<file path="config.mk">
export PLATFORM = sky130hd
export DESIGN_NAME = fxyz_sweep_ctrl_flat
export DESIGN_NICKNAME = d
export VERILOG_FILES = /design/src/rtl/fxyz_pkg.sv /design/src/rtl/fxyz_sweep_ctrl_if.sv /design/src/rtl/fxyz_sweep_ctrl_fxyz.sv /design/src/rtl/fxyz_sweep_ctrl.sv /design/src/flat_wrapper.sv
export SDC_FILE = /design/constraint.sdc
export NUM_CORES = 1
export LEC_CHECK = 0
export ABC_AREA = 1
export CORE_ASPECT_RATIO = 0.75
export CORE_UTILIZATION = 37
export CTS_CLUSTER_DIAMETER = 200
export DETAILED_ROUTE_END_ITERATION = 8
export GPL_TIMING_DRIVEN = 0
export PLACE_DENSITY_LB_ADDON = 0.1
export SETUP_SLACK_MARGIN = 0.05
export SLEW_MARGIN = 20
export SYNTH_ARGS = -nofsm -noshare
export SYNTH_HDL_FRONTEND = slang
export SYNTH_SLANG_ARGS = --single-unit
</file>
<file path="constraint.sdc">
create_clock -name clk -period 3.66 [get_ports clk]
set_input_delay 0.366 -clock clk [delete_from_list [all_inputs] [get_ports clk]]
set_output_delay 0.366 -clock clk [all_outputs]
set_load 0.02 [all_outputs]
</file>
<file path="src/rtl/fxyz_pkg.sv">
// Shared types and constants for the fxyz sweep controller.
// The golden truth table is s = (y|z) & (~x|z) evaluated over {x,y,z} = 0..7.
package fxyz_pkg;

    typedef enum logic [1:0] {
        ST_IDLE,
        ST_SETTLE,
        ST_CAPTURE,
        ST_FINISH
    } state_e;

    localparam int            NUM_VEC     = 8;
    localparam int            IDX_W       = 3;
    localparam int            CNT_W       = 4;
    localparam logic [7:0]    FXYZ_GOLDEN = 8'hAE;
    localparam int            FXYZ_ONES   = 5;

endpackage

</file>
<file path="src/rtl/fxyz_sweep_ctrl_if.sv">
// Control/result bundle of the sweep controller; the controller is the slave,
// whoever launches sweeps and reads results is the master.
interface fxyz_sweep_ctrl_if;

    logic       start;
    logic       abort;
    logic [7:0] expected;
    logic       x_o;
    logic       y_o;
    logic       z_o;
    logic       busy;
    logic       done;
    logic [7:0] table_out;
    logic [3:0] ones_cnt;
    logic       match;

    modport master (
        output start, abort, expected,
        input  x_o, y_o, z_o, busy, done, table_out, ones_cnt, match
    );

    modport slave (
        input  start, abort, expected,
        output x_o, y_o, z_o, busy, done, table_out, ones_cnt, match
    );

endinterface

</file>
<file path="src/rtl/fxyz_sweep_ctrl_fxyz.sv">
// The fxyz function block under characterisation: purely combinational.
module fxyz (
    input  logic x,
    input  logic y,
    input  logic z,
    output logic s
);

    assign s = (y | z) & (~x | z);

endmodule

</file>
<file path="src/rtl/fxyz_sweep_ctrl.sv">
// Sweeps fxyz through all eight input vectors, builds its truth table and
// compares it with a golden mask latched at start.
module fxyz_sweep_ctrl
    import fxyz_pkg::*;
#(
    parameter int SETTLE   = 1,
    parameter int SETTLE_W = 4
) (
    input  logic               clk,
    input  logic               rst_n,
    fxyz_sweep_ctrl_if.slave   bus
);

    localparam logic [SETTLE_W-1:0] SETTLE_LAST = SETTLE_W'(SETTLE - 1);
    localparam logic [IDX_W-1:0]    IDX_LAST    = IDX_W'(NUM_VEC - 1);

    state_e               state_q,    state_d;
    logic [IDX_W-1:0]     idx_q,      idx_d;
    logic [SETTLE_W-1:0]  wcnt_q,     wcnt_d;
    logic [NUM_VEC-1:0]   work_tbl_q, work_tbl_d;
    logic [CNT_W-1:0]     work_cnt_q, work_cnt_d;
    logic [NUM_VEC-1:0]   exp_q,      exp_d;
    logic [IDX_W-1:0]     vec_q,      vec_d;
    logic                 done_q,     done_d;
    logic [NUM_VEC-1:0]   tbl_q,      tbl_d;
    logic [CNT_W-1:0]     ones_q,     ones_d;
    logic                 match_q,    match_d;
    logic                 s;

    // The vector applied to fxyz comes straight from flops, so s is stable
    // for the whole SETTLE window before CAPTURE samples it.
    fxyz u_fxyz (
        .x (vec_q[2]),
        .y (vec_q[1]),
        .z (vec_q[0]),
        .s (s)
    );

    always_comb begin
        // NOTE: every _d gets a default before the case so no path leaves a
        // variable unassigned, which would otherwise infer a latch.
        state_d    = state_q;
        idx_d      = idx_q;
        wcnt_d     = wcnt_q;
        work_tbl_d = work_tbl_q;
        work_cnt_d = work_cnt_q;
        exp_d      = exp_q;
        done_d     = 1'b0;
        tbl_d      = tbl_q;
        ones_d     = ones_q;
        match_d    = match_q;

        unique case (state_q)
            ST_IDLE: begin
                if (bus.start) begin
                    idx_d      = '0;
                    wcnt_d     = '0;
                    work_tbl_d = '0;
                    work_cnt_d = '0;
                    exp_d      = bus.expected;
                    state_d    = ST_SETTLE;
                end
            end
            ST_SETTLE: begin
                if (bus.abort) begin
                    state_d = ST_IDLE;
                end else begin
                    wcnt_d = wcnt_q + SETTLE_W'(1);
                    if (wcnt_q == SETTLE_LAST) begin
                        state_d = ST_CAPTURE;
                    end
                end
            end
            ST_CAPTURE: begin
                if (bus.abort) begin
                    state_d = ST_IDLE;
                end else begin
                    work_tbl_d[idx_q] = s;
                    work_cnt_d        = work_cnt_q + {{(CNT_W-1){1'b0}}, s};
                    if (idx_q == IDX_LAST) begin
                        state_d = ST_FINISH;
                    end else begin
                        idx_d   = idx_q + IDX_W'(1);
                        wcnt_d  = '0;
                        state_d = ST_SETTLE;
                    end
                end
            end
            ST_FINISH: begin
                // Results are published only here, so an aborted or reset sweep
                // never exposes a partial table.
                tbl_d   = work_tbl_q;
                ones_d  = work_cnt_q;
                match_d = (work_tbl_q == exp_q);
                done_d  = 1'b1;
                state_d = ST_IDLE;
            end
            default: state_d = ST_IDLE;
        endcase

        vec_d = (state_d == ST_IDLE) ? '0 : idx_d;
    end

    // NOTE: sequential state uses non-blocking assignments so every flop
    // samples the pre-edge values computed above, independent of statement order.
    always_ff @(posedge clk or negedge rst_n) begin
        if (!rst_n) begin
            state_q    <= ST_IDLE;
            idx_q      <= '0;
            wcnt_q     <= '0;
            work_tbl_q <= '0;
            work_cnt_q <= '0;
            exp_q      <= '0;
            vec_q      <= '0;
            done_q     <= 1'b0;
            tbl_q      <= '0;
            ones_q     <= '0;
            match_q    <= 1'b0;
        end else begin
            state_q    <= state_d;
            idx_q      <= idx_d;
            wcnt_q     <= wcnt_d;
            work_tbl_q <= work_tbl_d;
            work_cnt_q <= work_cnt_d;
            exp_q      <= exp_d;
            vec_q      <= vec_d;
            done_q     <= done_d;
            tbl_q      <= tbl_d;
            ones_q     <= ones_d;
            match_q    <= match_d;
        end
    end

    assign bus.x_o       = vec_q[2];
    assign bus.y_o       = vec_q[1];
    assign bus.z_o       = vec_q[0];
    assign bus.busy      = (state_q != ST_IDLE);
    assign bus.done      = done_q;
    assign bus.table_out = tbl_q;
    assign bus.ones_cnt  = ones_q;
    assign bus.match     = match_q;

endmodule

</file>
<file path="src/flat_wrapper.sv">
// flat-port wrapper written by rule: the top's interface ports become plain ports
module fxyz_sweep_ctrl_flat import fxyz_pkg::*;
#(
    parameter int SETTLE   = 1,
    parameter int SETTLE_W = 4
)
  (clk, rst_n, bus_start, bus_abort, bus_expected, bus_x_o, bus_y_o, bus_z_o, bus_busy, bus_done, bus_table_out, bus_ones_cnt, bus_match);
  fxyz_sweep_ctrl_if bus_i ();
  input  logic clk;
  input  logic rst_n;
  input wire logic [$bits(bus_i.start)-1:0] bus_start;
  input wire logic [$bits(bus_i.abort)-1:0] bus_abort;
  input wire logic [$bits(bus_i.expected)-1:0] bus_expected;
  output wire logic [$bits(bus_i.x_o)-1:0] bus_x_o;
  output wire logic [$bits(bus_i.y_o)-1:0] bus_y_o;
  output wire logic [$bits(bus_i.z_o)-1:0] bus_z_o;
  output wire logic [$bits(bus_i.busy)-1:0] bus_busy;
  output wire logic [$bits(bus_i.done)-1:0] bus_done;
  output wire logic [$bits(bus_i.table_out)-1:0] bus_table_out;
  output wire logic [$bits(bus_i.ones_cnt)-1:0] bus_ones_cnt;
  output wire logic [$bits(bus_i.match)-1:0] bus_match;
  assign bus_i.start = bus_start;
  assign bus_i.abort = bus_abort;
  assign bus_i.expected = bus_expected;
  assign bus_x_o = bus_i.x_o;
  assign bus_y_o = bus_i.y_o;
  assign bus_z_o = bus_i.z_o;
  assign bus_busy = bus_i.busy;
  assign bus_done = bus_i.done;
  assign bus_table_out = bus_i.table_out;
  assign bus_ones_cnt = bus_i.ones_cnt;
  assign bus_match = bus_i.match;
  fxyz_sweep_ctrl #(.SETTLE(SETTLE), .SETTLE_W(SETTLE_W)) u_core (.clk(clk), .rst_n(rst_n), .bus(bus_i));
endmodule
</file>
==> results of run 1 <==
[synth_stat cells]
| library cell | number |
|---|---|
| buf_6 | 1 |
| nor2_8 | 2 |
| nor2_1 | 13 |
| ha_1 | 5 |
| nor3_1 | 7 |
| buf_2 | 1 |
| nand2_1 | 107 |
| o21ai_0 | 19 |
| mux2i_1 | 1 |
| clkbuf_1 | 4 |
| dfrtp_1 | 46 |
| o21ai_1 | 8 |
| nor2_2 | 3 |
| nand3_1 | 13 |
| o211ai_1 | 1 |
| a21oi_1 | 4 |
| inv_2 | 2 |
| inv_4 | 1 |
| nand4_1 | 3 |
| nand2_4 | 4 |
| xnor2_1 | 3 |
| inv_1 | 32 |
[stage by stage]
| stage | instance area (sq um) | setup WS [ns] | hold WS, ns |
|---|---|---|---|
| floorplan | 2250 | 2.27 | 0.0704 |
| global placement | 2640 | 0.855 | 0.462 |
| detailed placement | 2650 | 1.93 | 0.331 |
| CTS | 2750 | 1.62 | 0.00932 |
| global route | 2750 | 1.55 | 0.0177 |
| finish | 2750 | 1.63 | -0.00377 |
[per-layer routing]
metal  part of all wire [%]  vias to the layer above  global-route usage (%)
li1                       -                      947                       -
met1                     52                      832                    25.1
met2                     44                       19                    25.8
met3                    2.8                        2                    3.40
met4                   0.53                        0                    2.60
met5                      0                        -                       0
[cell families after synthesis]
family	Yosys count	share of synthesized area, %
compound gates	32	7.23
simple gates	152	29.9
buf+inv	41	7.34
fa+ha+maj	5	2.78
xor+xnor	3	1.17
mux	1	0.445
flops	46	51.1
[final cells by class]
class,count,area [sq um],share of cell area [%]
flip-flops and latches,46,1150,41.9
multi-input cells,193,935,34.0
repair buffers,30,305,11.1
inverters,35,134,4.87
well taps,78,97.6,3.55
clock buffers,6,82.6,3.00
plain buffers,6,31.3,1.14
clock inverters,2,12.5,0.455
[state kept, by name, summed over array words and instances (netlist names)]
| name | count |
|---|---|
| u_core.vec_q | 3 |
| u_core.bus.table_out | 8 |
| u_core.bus.ones_cnt | 4 |
| u_core.wcnt_q | 4 |
| u_core.work_cnt_q | 4 |
| u_core.bus.done | 1 |
| u_core.idx_q | 3 |
| u_core.work_tbl_q | 8 |
| u_core.bus.match | 1 |
| u_core.state_q | 2 |
| u_core.exp_q | 8 |
[power by group]
part | switching, W | internal [W] | total (W) | leakage, nW
sequential | 0.0000728 | 0.000589 | 0.000662 | 0.625
combinational | 0.000342 | 0.000195 | 0.000536 | 0.733
clock | 0.000173 | 0.000152 | 0.000325 | 0.0472
[final timing paths]
path / end / slack (ns) / cells after the start
max in group asynchronous: u_core.work_tbl_q[7] / 3.17 / 2
worst max register to register: u_core.vec_q[2] / 2.11 / 7
worst min-delay path: u_core.wcnt_q[2] / -0.004 / 1
worst min register to register: u_core.bus.table_out[2] / 0.48 / 2
min in group clk: u_core.bus.table_out[2] / 0.48 / 2
worst max-delay path: bus_busy / 1.63 / 3
==> metrics.txt, run 1 <==
vias per cell 4.55; Final Skew approximately 0.0067 ns; Critical Path Max Stage Delay ~0.6 ns; Placed Instances a little under 400; CTS root buffer clkbuf_8; H-tree depth 2; Max Clk Rate 494 MHz; wire per inst 11.8 um; Non-Filler Instances 396; Util after Layout between 40 and 50%; cts repair resizes 0; commonest non-fill, non-tap cell in the layout nand2_1; Setup violations, final 0; synth top area cells dfrtp_1 51%, nand2_1 18%, inv_1 5.3%, o21ai_0 4.2%, nand3_1 2.9%; crit end category output pin; worst hold slack -0.00377 ns; Post-Synthesis Cells 280; Worst Setup Path Type reg -> out; WP data required approximately 3.3 ns; fin nets approximately 330; PortBufs 29; Row Count 24; die width 92.1 um; RR Startpoint u_core.state_q[0]; first-pass GRT wire length 8.54 mm; die height 69.5 um; grt ovf 0; CTS Buffer Depth 2; HP Class in -> async; Tot Pwr between 0.0015 and 0.002 W; RSZ-0062 raised after global routing false; # fillers 599; Final TNS setup 0 ns; Critical Path Start u_core.state_q[0]; maximum VDD drop 269 uV; critical-path cell list inv_2 -> nand2_1 -> clkdlybuf4s50_1; max cap viols 0; Synth top area share ~50%; #FFs+latches synth 46; WP buf/inv 2; Setup Fix Bufs, Post-CTS 0; synthesized area between 0.002 and 0.0025 sq mm; syn_nets 297; initial core utilization between 30% and 40%; post-route clock period utilization approximately 55%; RePlAce Congestion 0.818; drt drc 0; cts bufs inserted 5; Slew @ Worst Pin 0.480 ns; Crit-path slowest cell clkdlybuf4s50_1; via count about 1,800; GRT Util Overall 16.8%; Synthesis Warnings 0; hold buffers post-CTS 0; Max Slew Vio Count 0; Data arrival, critical path approximately 1.7 ns; vias in the first global route ~1,800; final WL 4.68 mm; CTS tree yes; TritonRoute pass-1 iters 4; Core ar. 0.00583 sq mm; initial antenna violation count 0; DRT iter0 DRCs 79; DP HPWL 3.59 mm; share of post-route cells with drive strength above 1 7.55%; Pwr per Cell Area 554 mW/mm^2; minimum clock period after layout 2.03 ns; Area Growth Syn to Fin 22.1%; synthesized area per cell approximately 8.0 sq um; Die ar. about 0.0064 sq mm; register area share after synthesis around half; Yosys cell types 22; Rel. slew slack 68.0%; Ports 30; CP Launch Type register; biggest area consumer among synthesized cells dfrtp_1; largest net degree at the start of global routing 30; clock-pin slew of the registers on the worst-case setup and hold paths 0.09 ns; most frequent cells in the layout 107 x nand2_1, 46 x dfrtp_1, 32 x inv_1, 28 x clkdlybuf4s50_1, 19 x o21ai_0; status finished with violations; failing checks hold timing; Hold Vio Cnt, Final 4; antenna cells 0; Leak 1.41 nW; clock latency on the worst-skew pair 0.29 ns; Routed Antenna Nets 0; Top Family by Delay on Critical Path buffers and inverters; crit-path max FO 6; CTS Sinks 46
Power figures use the tool's default switching activity.
==> run 2: changes to the inputs <==
==> constraint.sdc (replaced) <==
create_clock -name clk -period 1.6 [get_ports clk]
set_input_delay 0.16 -clock clk [delete_from_list [all_inputs] [get_ports clk]]
set_output_delay 0.16 -clock clk [all_outputs]
set_load 0.02 [all_outputs]
==> run 2 against run 1 <==
Effect of this change: the run now ends clean; clock-buffer cell count stayed put; setup slack got worse by 1.5 ns; clock power rose by 130%; critical path type unchanged; largest power group unchanged.
==> metrics.txt, run 2 (synthesized netlist as in run 1, its figures left out) <==
busiest grt layer met2; clock-pin slew of the registers on the worst-case setup and hold paths 0.09 ns (about the same); TritonRoute pass-1 iters 4 (unchanged); DRT iter0 DRCs 71 (-10%); initial antenna violation count 0 (unchanged); Slew @ Worst Pin 0.423 ns (-0.0566 ns); PortBufs 29 (unchanged); worst r2r dst u_core.exp_q[1]; vias per cell 4.55 (+0.15%); fin nets 338 (+1.2%); met2 Use GR 26.0% (+0.17 points); WP data required 1.44 ns (-1.85 ns); Tot Pwr 0.00355 W (+130%); multi-input combinational cell area 945 sq um (+1.1%); first-pass GRT wire length 8.56 mm (+0.16%); clock latency on the worst-skew pair 0.29 ns (about the same); Leak 1.43 nW (+1.8%); minimum clock period after layout 1.47 ns; antenna cells 0 (unchanged); FF/Latch Area 0.00115 sq mm (+0.22%); Pwr per Cell Area 1270 mW/mm^2 (+130%); worst hold slack 0.325 ns (+0.328 ns); Max Slew Vio Count 0 (unchanged); final WL 4.71 mm (+0.68%); largest net degree at the start of global routing 30 (unchanged); Final Skew 0.00685 ns (+0.000145 ns); met3 Track Usage GR 3.40% (unchanged); via count 1,821 (+1.2%); RSZ-0062 raised after global routing false; cts bufs inserted 5 (unchanged); CP Launch Type register; maximum VDD drop 612 uV (+130%); HP Class in -> async; wire per inst 11.8 um (-0.32%); Rel. slew slack 71.8% (+3.8 points); Hold Vio Cnt, Final 0 (-4); Worst Setup Path Type reg -> out; die height 69.5 um (unchanged); CTS Buffer Depth 2 (unchanged); Setup violations, final 0 (unchanged); CTS tree yes; CTS Sinks 46 (unchanged); max cap viols 0 (unchanged); GRT Util Overall 16.8% (unchanged); share of post-route cells with drive strength above 1 10.2% (+2.7 points); H-tree depth 2 (unchanged); RR Startpoint u_core.state_q[0]; Area Growth Syn to Fin 24.3%; flop2flop setup slack 0.18 ns (-1.93 ns); Routed Antenna Nets 0 (unchanged); grt ovf 0 (unchanged); Die ar. 0.00640 sq mm (unchanged); Worst R2R Path Depth 6 (-1); status completed; CTS root buffer clkbuf_8; Data arrival, critical path 1.31 ns (-0.35 ns); Max Clk Rate between 600 and 700 MHz; commonest non-fill, non-tap cell in the layout nand2_1; post-route clock period utilization 91.7%; drt drc 0 (unchanged); crit-path max FO 6 (unchanged); initial core utilization 38.6% (unchanged); most frequent cells in the layout 107 x nand2_1, 44 x dfrtp_1, 32 x inv_1, 27 x clkdlybuf4s50_1, 19 x o21ai_0; Row Count 24 (unchanged); vias in the first global route 1,792 (+0.50%); crit end category output pin; # fillers 593 (-1.0%); DP HPWL 3.59 mm (unchanged); RePlAce Congestion 0.818 (unchanged); Util after Layout 48.0% (+0.84 points); die width 92.1 um (unchanged); Ports 30 (unchanged); met1 usage 24.9% (-0.14 points); Core ar. 0.00583 sq mm (unchanged)
run 2: worst max-delay path by stage:
stage | slack, ns | from | endpoint
after floorplan | 0.21 | u_core.vec_q[2] | u_core.work_cnt_q[1]
after global placement | -1.0 | rst_n | u_core.bus.table_out[1]
after detailed placement | 0.07 | u_core.state_q[0] | u_core.vec_q[2]
after CTS | 0.1 | u_core.state_q[0] | u_core.exp_q[1]
after global routing | 0.06 | u_core.idx_q[2] | u_core.work_tbl_q[6]
final | 0.13 | u_core.state_q[1] | bus_busy
run 2: critical path, stage by stage (launching register included):
cell	delay [ns]
dfrtp_2	0.49
inv_2	0.14
nand2_1	0.07
dlygate4sd2_1	0.32
run 2: timing repair:
| action | CTS | global route |
|---|---|---|
| setup buffers | 1 | 2 |
| setup endpoints to repair | 2 | 28 |
| hold buffers | 1 | 0 |
| pin swaps | 0 | 0 |
| endpoints found under the hold margin | 17 | 0 |
| resized for setup | 3 | 8 |
run 2: through the flow:
step / area [sq um] / std cells / setup WS [ns] / TNS [ns]
2_1_floorplan: 2250 / 280 / 0.211 / 0
3_3_place_gp: 2640 / 387 / -0.999 / -45.85
3_5_place_dp: 2650 / 388 / 0.0671 / 0
4_1_cts: 2770 / 398 / 0.0981 / 0
5_1_grt: 2800 / 400 / 0.0575 / 0
6_report: 2800 / 400 / 0.133 / 0
run 2: where the power goes:
| part | switching (W) | total, W | internal (W) |
|---|---|---|---|
| combinational | 0.000828 | 0.00132 | 0.000488 |
| clock | 0.000392 | 0.000740 | 0.000348 |
| sequential | 0.000143 | 0.00150 | 0.00135 |
run 2: metal layers:
layer	share of wire, %	routed length, um
met2	45	2120
met5	0	0
met1	52	2450
met4	0.53	25
met3	2.5	120
run 2: layout make-up:
| class | instances | share of cell area [%] |
|---|---|---|
| Clock buffer | 6 | 2.95 |
| Buffer | 6 | 1.30 |
| Clock inverter | 2 | 0.447 |
| Multi-Input combinational cell | 193 | 33.8 |
| Timing Repair Buffer | 34 | 12.0 |
| Tap cell | 78 | 3.49 |
| Inverter | 35 | 4.79 |
| Sequential cell | 46 | 41.2 |
